$ cat src/rtl/counter_nx.sv
// counter_nx: CH-channel, W-bit timer/counter with a shared 15-bit prescaler,
// one-shot / auto-reload / PWM / free-run modes and sticky interrupt flags.
// W must be at least max(7, CH) so the control word and irq-clear mask fit in wdata_i.
module counter_nx #(
  parameter  int unsigned CH  = 4,
  parameter  int unsigned W   = 32,
  localparam int unsigned CHW = $clog2(CH)
) (
  input  logic           clk_i,
  input  logic           rst_i,
  input  logic           we_i,
  input  logic [1:0]     wsel_i,
  input  logic [CHW-1:0] ch_i,
  input  logic [W-1:0]   wdata_i,
  input  logic [CHW-1:0] rd_ch_i,
  output logic [W-1:0]   rd_data_o,
  output logic [CH-1:0]  cnt_out_o,
  output logic [CH-1:0]  irq_o,
  output logic           irq_any_o
);

  localparam int unsigned PSW = 15;
  localparam logic [PSW-1:0] PS_ONES = '1;

  typedef enum logic [1:0] {
    MODE_ONESHOT = 2'b00,
    MODE_RELOAD  = 2'b01,
    MODE_PWM     = 2'b10,
    MODE_FREE    = 2'b11
  } mode_e;

  typedef enum logic [1:0] {
    WSEL_RELOAD = 2'd0,
    WSEL_CMP    = 2'd1,
    WSEL_CTRL   = 2'd2,
    WSEL_CLR    = 2'd3
  } wsel_e;

  typedef struct packed {
    logic [3:0] ps;
    mode_e      mode;
    logic       en;
  } ctrl_t;

  logic [PSW-1:0]         pre_q, pre_d;
  logic [CH-1:0][W-1:0]   cnt_q, cnt_d;
  logic [CH-1:0][W-1:0]   reload_q, reload_d;
  logic [CH-1:0][W-1:0]   cmp_q, cmp_d;
  ctrl_t [CH-1:0]         ctrl_q, ctrl_d;
  logic [CH-1:0]          out_q, out_d;
  logic [CH-1:0]          irq_q, irq_d;

  wsel_e                  wsel_c;
  logic [CH-1:0][PSW-1:0] mask_c;
  logic [CH-1:0]          tick_c;
  logic [CH-1:0]          wr_hit_c;
  logic [W-1:0]           nxt_c;

  assign wsel_c = wsel_e'(wsel_i);

  // Tick when the low ps prescaler bits are all ones; ps=0 gives an empty mask, so every cycle.
  always_comb begin
    mask_c   = '0;
    tick_c   = '0;
    wr_hit_c = '0;
    for (int i = 0; i < CH; i++) begin
      mask_c[i]   = ~(PS_ONES << ctrl_q[i].ps);
      tick_c[i]   = (pre_q & mask_c[i]) == mask_c[i];
      wr_hit_c[i] = we_i && (wsel_c != WSEL_CLR) && (ch_i == CHW'(i));
    end
  end

  always_comb begin
    pre_d    = pre_q + PSW'(1);
    cnt_d    = cnt_q;
    reload_d = reload_q;
    cmp_d    = cmp_q;
    ctrl_d   = ctrl_q;
    out_d    = out_q;
    irq_d    = irq_q;
    nxt_c    = '0;

    // Clear first so a same-cycle terminal event below re-sets the flag.
    if (we_i && (wsel_c == WSEL_CLR)) begin
      irq_d = irq_q & ~wdata_i[CH-1:0];
    end

    for (int i = 0; i < CH; i++) begin
      nxt_c = (cnt_q[i] == '0) ? reload_q[i] : cnt_q[i] - W'(1);
      if (wr_hit_c[i]) begin
        case (wsel_c)
          WSEL_RELOAD: begin
            reload_d[i] = wdata_i;
            if (!ctrl_q[i].en) begin
              cnt_d[i] = wdata_i;
            end
          end
          WSEL_CMP: cmp_d[i] = wdata_i;
          default: begin
            ctrl_d[i] = ctrl_t'(wdata_i[6:0]);
            cnt_d[i]  = (mode_e'(wdata_i[2:1]) == MODE_FREE) ? '0 : reload_q[i];
            out_d[i]  = 1'b0;
          end
        endcase
      end else if (ctrl_q[i].en && tick_c[i]) begin
        case (ctrl_q[i].mode)
          MODE_ONESHOT: begin
            if (cnt_q[i] == '0) begin
              out_d[i]     = 1'b1;
              irq_d[i]     = 1'b1;
              ctrl_d[i].en = 1'b0;
            end else begin
              cnt_d[i] = cnt_q[i] - W'(1);
            end
          end
          MODE_RELOAD: begin
            cnt_d[i] = nxt_c;
            if (cnt_q[i] == '0) begin
              out_d[i] = ~out_q[i];
              irq_d[i] = 1'b1;
            end
          end
          MODE_PWM: begin
            cnt_d[i] = nxt_c;
            out_d[i] = nxt_c < cmp_q[i];
            if (cnt_q[i] == '0) begin
              irq_d[i] = 1'b1;
            end
          end
          default: begin
            cnt_d[i] = cnt_q[i] + W'(1);
            out_d[i] = cnt_d[i][W-1];
            if (&cnt_q[i]) begin
              irq_d[i] = 1'b1;
            end
          end
        endcase
      end
    end
  end

  always_ff @(posedge clk_i) begin
    if (rst_i) begin
      pre_q    <= '0;
      cnt_q    <= '0;
      reload_q <= '0;
      cmp_q    <= '0;
      ctrl_q   <= '0;
      out_q    <= '0;
      irq_q    <= '0;
    end else begin
      pre_q    <= pre_d;
      cnt_q    <= cnt_d;
      reload_q <= reload_d;
      cmp_q    <= cmp_d;
      ctrl_q   <= ctrl_d;
      out_q    <= out_d;
      irq_q    <= irq_d;
    end
  end

  assign rd_data_o = cnt_q[rd_ch_i];
  assign cnt_out_o = out_q;
  assign irq_o     = irq_q;
  assign irq_any_o = |irq_q;

endmodule

$ cat config.mk
export PLATFORM = sky130hd
export DESIGN_NAME = counter_nx
export DESIGN_NICKNAME = d
export VERILOG_FILES = /design/src/rtl/counter_nx.sv
export SDC_FILE = /design/constraint.sdc
export NUM_CORES = 2
export LEC_CHECK = 0
export CAP_MARGIN = 0
export CORE_ASPECT_RATIO = 0.7
export CORE_MARGIN = 5
export CORE_UTILIZATION = 34
export CTS_BUF_LIST = sky130_fd_sc_hd__clkbuf_8 sky130_fd_sc_hd__clkbuf_16
export DETAILED_ROUTE_END_ITERATION = 8
export DONT_BUFFER_PORTS = 1
export HOLD_SLACK_MARGIN = 0.03
export PLACE_DENSITY_LB_ADDON = 0.08
export REMOVE_ABC_BUFFERS = 1
export SLEW_MARGIN = 10
export SYNTH_ARGS = -nofsm -noshare
export SYNTH_HDL_FRONTEND = slang
export SYNTH_SLANG_ARGS = --single-unit
$ cat constraint.sdc
create_clock -name clk_i -period 7.55 [get_ports clk_i]
set_input_delay 2.265 -clock clk_i [delete_from_list [all_inputs] [get_ports clk_i]]
set_output_delay 2.265 -clock clk_i [all_outputs]
set_load 0.005 [all_outputs]
==> out/summary.md <==
Gates resized during post-CTS repair numbered 0. TritonCTS built the clock tree. The headroom to the max-slew limit was -0.896; the largest buffer count on any clock path was 3. Clock-pin slew was measured on the worst setup and hold paths at 0.06 ns.

The mean routed wirelength per cell is 28.9 µm. Clock latency on the worst-skew pair, taken at its later pin, is 0.66 ns. The worst setup path is captured at a flop. The number of global-route vias before repair was 29.4k. The final hold slack was 0.454 ns; the starting utilization of the core area was 0.343.

The run finished, with violations left. Synthesis instantiated 94 different standard cells from the library. The most instantiated flip-flop cell in the synthesis netlist was sky130_fd_sc_hd__dfxtp_1. For the peak supply drop, the log shows 0.172 mV. Setup repair after global routing left no endpoint under its margin. Of all nets on the critical path, the largest fanout is 25. Once detailed placement completed, the half-perimeter wirelength came to 106,000 µm. Mean instance size in the synthesized netlist: 7.20 µm². The first global-routing pass estimated 222,000 µm of wire. The number of enable flip-flop cells after synthesis is 0. For this design the ratio of total power to cell area is 267 nW/µm². Counting every sink on the clock net gives 435. Setup violations remaining at the end of the flow were counted as 0. The remaining global-route overflow was 0; the number of detailed-routing iterations run before antenna repair was 8. In this run the number of H-tree levels came out at 2.

Post-CTS timing repair inserted 0 buffers for setup. The tools report the switching power as 3.68 mW. The sequential fraction of the synthesis area came out at 0.276. The total cell area at the placement stage was 32,100 µm²; the proportion of netlist area held by the largest area contributor was 0.276. Hold repair after CTS inserted 0 buffers. The die span in x is 374 µm, and the initial antenna violation count is 16. Overall global routing resource usage: 0.298. The final standard cell area without fillers came out at 33,900 µm². The cell sitting at the root of the clock tree is a sky130_fd_sc_hd__clkbuf_16. Summing over every cut layer, the via total after detailed routing is 33.3k. The Yosys step of the flow raised 0 warnings. Sorting the synthesized cells by area gives the leading types as sky130_fd_sc_hd__dfxtp_1 28%, sky130_fd_sc_hd__nand2_1 9.5%, sky130_fd_sc_hd__a21oi_1 8.1%, sky130_fd_sc_hd__ha_1 6.1%, sky130_fd_sc_hd__clkbuf_1 4.6%. The tools report the post-detailed-route count of antenna-violating nets as 0. The final number of hold-violating endpoints was 0; the number of CTS-inserted buffers was 53.

Summed over all instances, the cell type with the most area after synthesis is sky130_fd_sc_hd__dfxtp_1. The area growth from synthesis to layout is 7.64%. After the first detailed-routing iteration, the DRC count stood at 4,833. The min-delay analysis places its worst path in the category reg -> reg. The tool flagged a number of max-cap violations equal to 0.

The fraction of registers with async set/reset is 0, and the arrival time of the worst setup path is 6.08 ns. The worst path in the final design needs a cycle of 5.55 ns, including I/O delays and setup. The vias per cell works out to 6.20. The floorplan step defined a die boundary enclosing 99,000 µm².

The final layout contains routed wiring with a total length of 155,000 µm. Category of the critical setup timing path: reg -> reg. For the worst setup path, the data required time is 8.08 ns. The final reports fail on slew limit. On the final layout, the worst clock skew is 0.0424 ns. The internal power of the cells totals 5.39 mW.

The run gives 92,000 µm² as the area of the core. The tools report the utilization of the core after routing as 0.369. The fraction of layout cells with a size suffix above 1 is 0.0681, and the count of final max-slew check failures is 299. The tools report the leakage power figure as 11.5 nW. STA classifies the critical path startpoint as a flop. Entering global routing, the biggest net connects 415 pins. The routability congestion estimate from global placement was 0.945; the logic gate share of total power was 0.413.

The die outline height works out to 265 µm. Static timing analysis puts the maximum clock frequency at 0.180 GHz. The number of I/O port buffers was 0; the share of the clock period used by the worst path was 0.735.

After synthesis the cells add up to 31,500 µm². The proportion of total power due to net switching is 0.406, and the transition time at the pin with the least slew margin is 2.84 ns. The count of nets after finishing was 4,278. In the routed design, unresolved DRC markers number 0. After technology mapping, the gate count stands at 4,379.

For the clock network power share, the log shows 0.305. The share of total power in sequential cells was 0.281; the number of synthesized register bits was 435. After floorplanning, the core was divided into 93 placement rows.

Pin placement for this block handled 82 I/O pins.
## power groups by stage
stage | Combinational (mW) | Clock [mW] | Sequential [mW]
final | 3.75 | 2.77 | 2.55
after global routing | 4.12 | 2.91 | 2.55
after CTS | 3.68 | 2.82 | 2.54
after detailed placement | 3.66 | 0 | 2.59
after global placement | 3.67 | 0 | 2.59
after floorplan | 2.57 | 0 | 2.50
## per-stage QoR
step / cells / setup slack, ns / total power, mW / setup TNS (ns)
2_1_floorplan: 3950 / -4.35 / 5.07 / -534.80
3_3_place_gp: 5263 / 2.21 / 6.26 / 0
3_5_place_dp: 5263 / 2.12 / 6.25 / 0
4_1_cts: 5362 / 2.11 / 9.04 / 0
5_1_grt: 5362 / 1.71 / 9.59 / 0
6_report: 5364 / 2.00 / 9.08 / 0
## layer usage
metal / vias up / GRT usage / part of all wire
met2: 1753 / 0.401 / 0.38
met3: 215 / 0.0768 / 0.12
met4: 2 / 0.0784 / 0.029
met5: - / 0 / 0.000058
li1: 15100 / - / -
met1: 16200 / 0.461 / 0.47
## synthesized netlist by cell type, drive strengths merged, types with 15 or more instances
cell / count
a211o: 17
a211oi: 50
a21o: 16
a21oi: 514
a221o: 52
a221oi: 107
a22o: 18
a22oi: 31
a31oi: 34
a32o: 26
and3: 33
and4: 23
buf: 46
clkbuf: 383
dfxtp: 435
ha: 154
inv: 196
mux2i: 18
mux4: 33
nand2: 795
nand2b: 30
nand3: 97
nand3b: 19
nand4: 70
nor2: 327
nor2b: 19
nor3: 76
nor4: 53
o211ai: 28
o21ai: 196
o221ai: 15
o22ai: 23
o31ai: 30
or3: 26
or4: 28
xnor2: 109
xor2: 70
## registers in the layout (all words and copies together), names as in the netlist
signal / cells
cmp_q: 128
cnt_q: 128
reload_q: 128
ctrl_q: 28
pre_q: 15
cnt_out_o: 4
irq_o: 4
## final timing paths
kind / cells past startpoint / endpoint / slack [ns] / from
max: 14 / cnt_out_o[2] / 2.00 / cnt_q[68]
min: 2 / cmp_q[101] / 0.45 / cmp_q[101]
max reg2reg: 14 / cnt_out_o[2] / 2.00 / cnt_q[68]
min reg2reg: 2 / cmp_q[101] / 0.45 / cmp_q[101]
## kinds of logic after synthesis
kind of cell | Yosys count | share of synthesized area
xor gates and xnor gates | 179 | 0.0497
muxes | 65 | 0.0345
DFF | 435 | 0.276
adders and majority gates | 155 | 0.0614
and+or+nand+nor | 1644 | 0.238
AOI/OAI and AO/OA | 1274 | 0.264
buffers and inverters | 627 | 0.0765
## cell type report
class / instances / area, µm²
fill: 9819 / 58100
multi-input combinational: 3317 / 20500
sequential: 435 / 8710
clock buffer: 68 / 1560
tap: 1235 / 1550
inverter: 198 / 743
timing repair buffer: 78 / 598
clock inverter: 31 / 279
antenna: 2 / 5.00
## critical path, cell delays in order, from the launching register on
cell and delay (ns):
sky130_fd_sc_hd__dfxtp_1 0.48, sky130_fd_sc_hd__nor4_2 0.65, sky130_fd_sc_hd__nand4_1 0.56, sky130_fd_sc_hd__or4_1 0.92, sky130_fd_sc_hd__buf_4 0.35, sky130_fd_sc_hd__a21oi_1 0.25
sky130_fd_sc_hd__ha_1 0.28, sky130_fd_sc_hd__o21ai_0 0.16, sky130_fd_sc_hd__o21bai_1 0.09, sky130_fd_sc_hd__a211oi_1 0.27, sky130_fd_sc_hd__o21ai_0 0.26, sky130_fd_sc_hd__a221oi_1 0.40
sky130_fd_sc_hd__nor2_1 0.07, sky130_fd_sc_hd__or4_1 0.50, sky130_fd_sc_hd__a21oi_1 0.16
## cell usage in the layout, fill, tap and decap left out, types with 18 or more instances in the layout
| master | instances |
|---|---|
| sky130_fd_sc_hd__or3_1 | 23 |
| sky130_fd_sc_hd__a221oi_1 | 107 |
| sky130_fd_sc_hd__and3_1 | 33 |
| sky130_fd_sc_hd__dfxtp_1 | 435 |
| sky130_fd_sc_hd__o21ai_0 | 194 |
| sky130_fd_sc_hd__o31ai_1 | 29 |
| sky130_fd_sc_hd__a31oi_1 | 34 |
| sky130_fd_sc_hd__a221o_1 | 52 |
| sky130_fd_sc_hd__nand2_1 | 791 |
| sky130_fd_sc_hd__clkbuf_16 | 55 |
| sky130_fd_sc_hd__xor2_1 | 70 |
| sky130_fd_sc_hd__ha_1 | 154 |
| sky130_fd_sc_hd__o22ai_1 | 23 |
| sky130_fd_sc_hd__buf_4 | 77 |
| sky130_fd_sc_hd__nand4_1 | 70 |
| sky130_fd_sc_hd__nand3_1 | 97 |
| sky130_fd_sc_hd__nor2b_1 | 18 |
| sky130_fd_sc_hd__inv_1 | 204 |
| sky130_fd_sc_hd__mux4_2 | 33 |
| sky130_fd_sc_hd__a32o_1 | 26 |
| sky130_fd_sc_hd__a211oi_1 | 50 |
| sky130_fd_sc_hd__nand2b_1 | 30 |
| sky130_fd_sc_hd__mux2i_1 | 18 |
| sky130_fd_sc_hd__nor2_1 | 312 |
| sky130_fd_sc_hd__or4_1 | 26 |
| sky130_fd_sc_hd__nor3_1 | 73 |
| sky130_fd_sc_hd__xnor2_1 | 109 |
| sky130_fd_sc_hd__a21oi_1 | 511 |
| sky130_fd_sc_hd__and4_1 | 23 |
| sky130_fd_sc_hd__a22o_1 | 18 |
| sky130_fd_sc_hd__nor4_1 | 48 |
| sky130_fd_sc_hd__a22oi_1 | 30 |
| sky130_fd_sc_hd__o211ai_1 | 27 |
| sky130_fd_sc_hd__nand3b_1 | 19 |
Note: power is estimated with default switching activity, not from simulation.
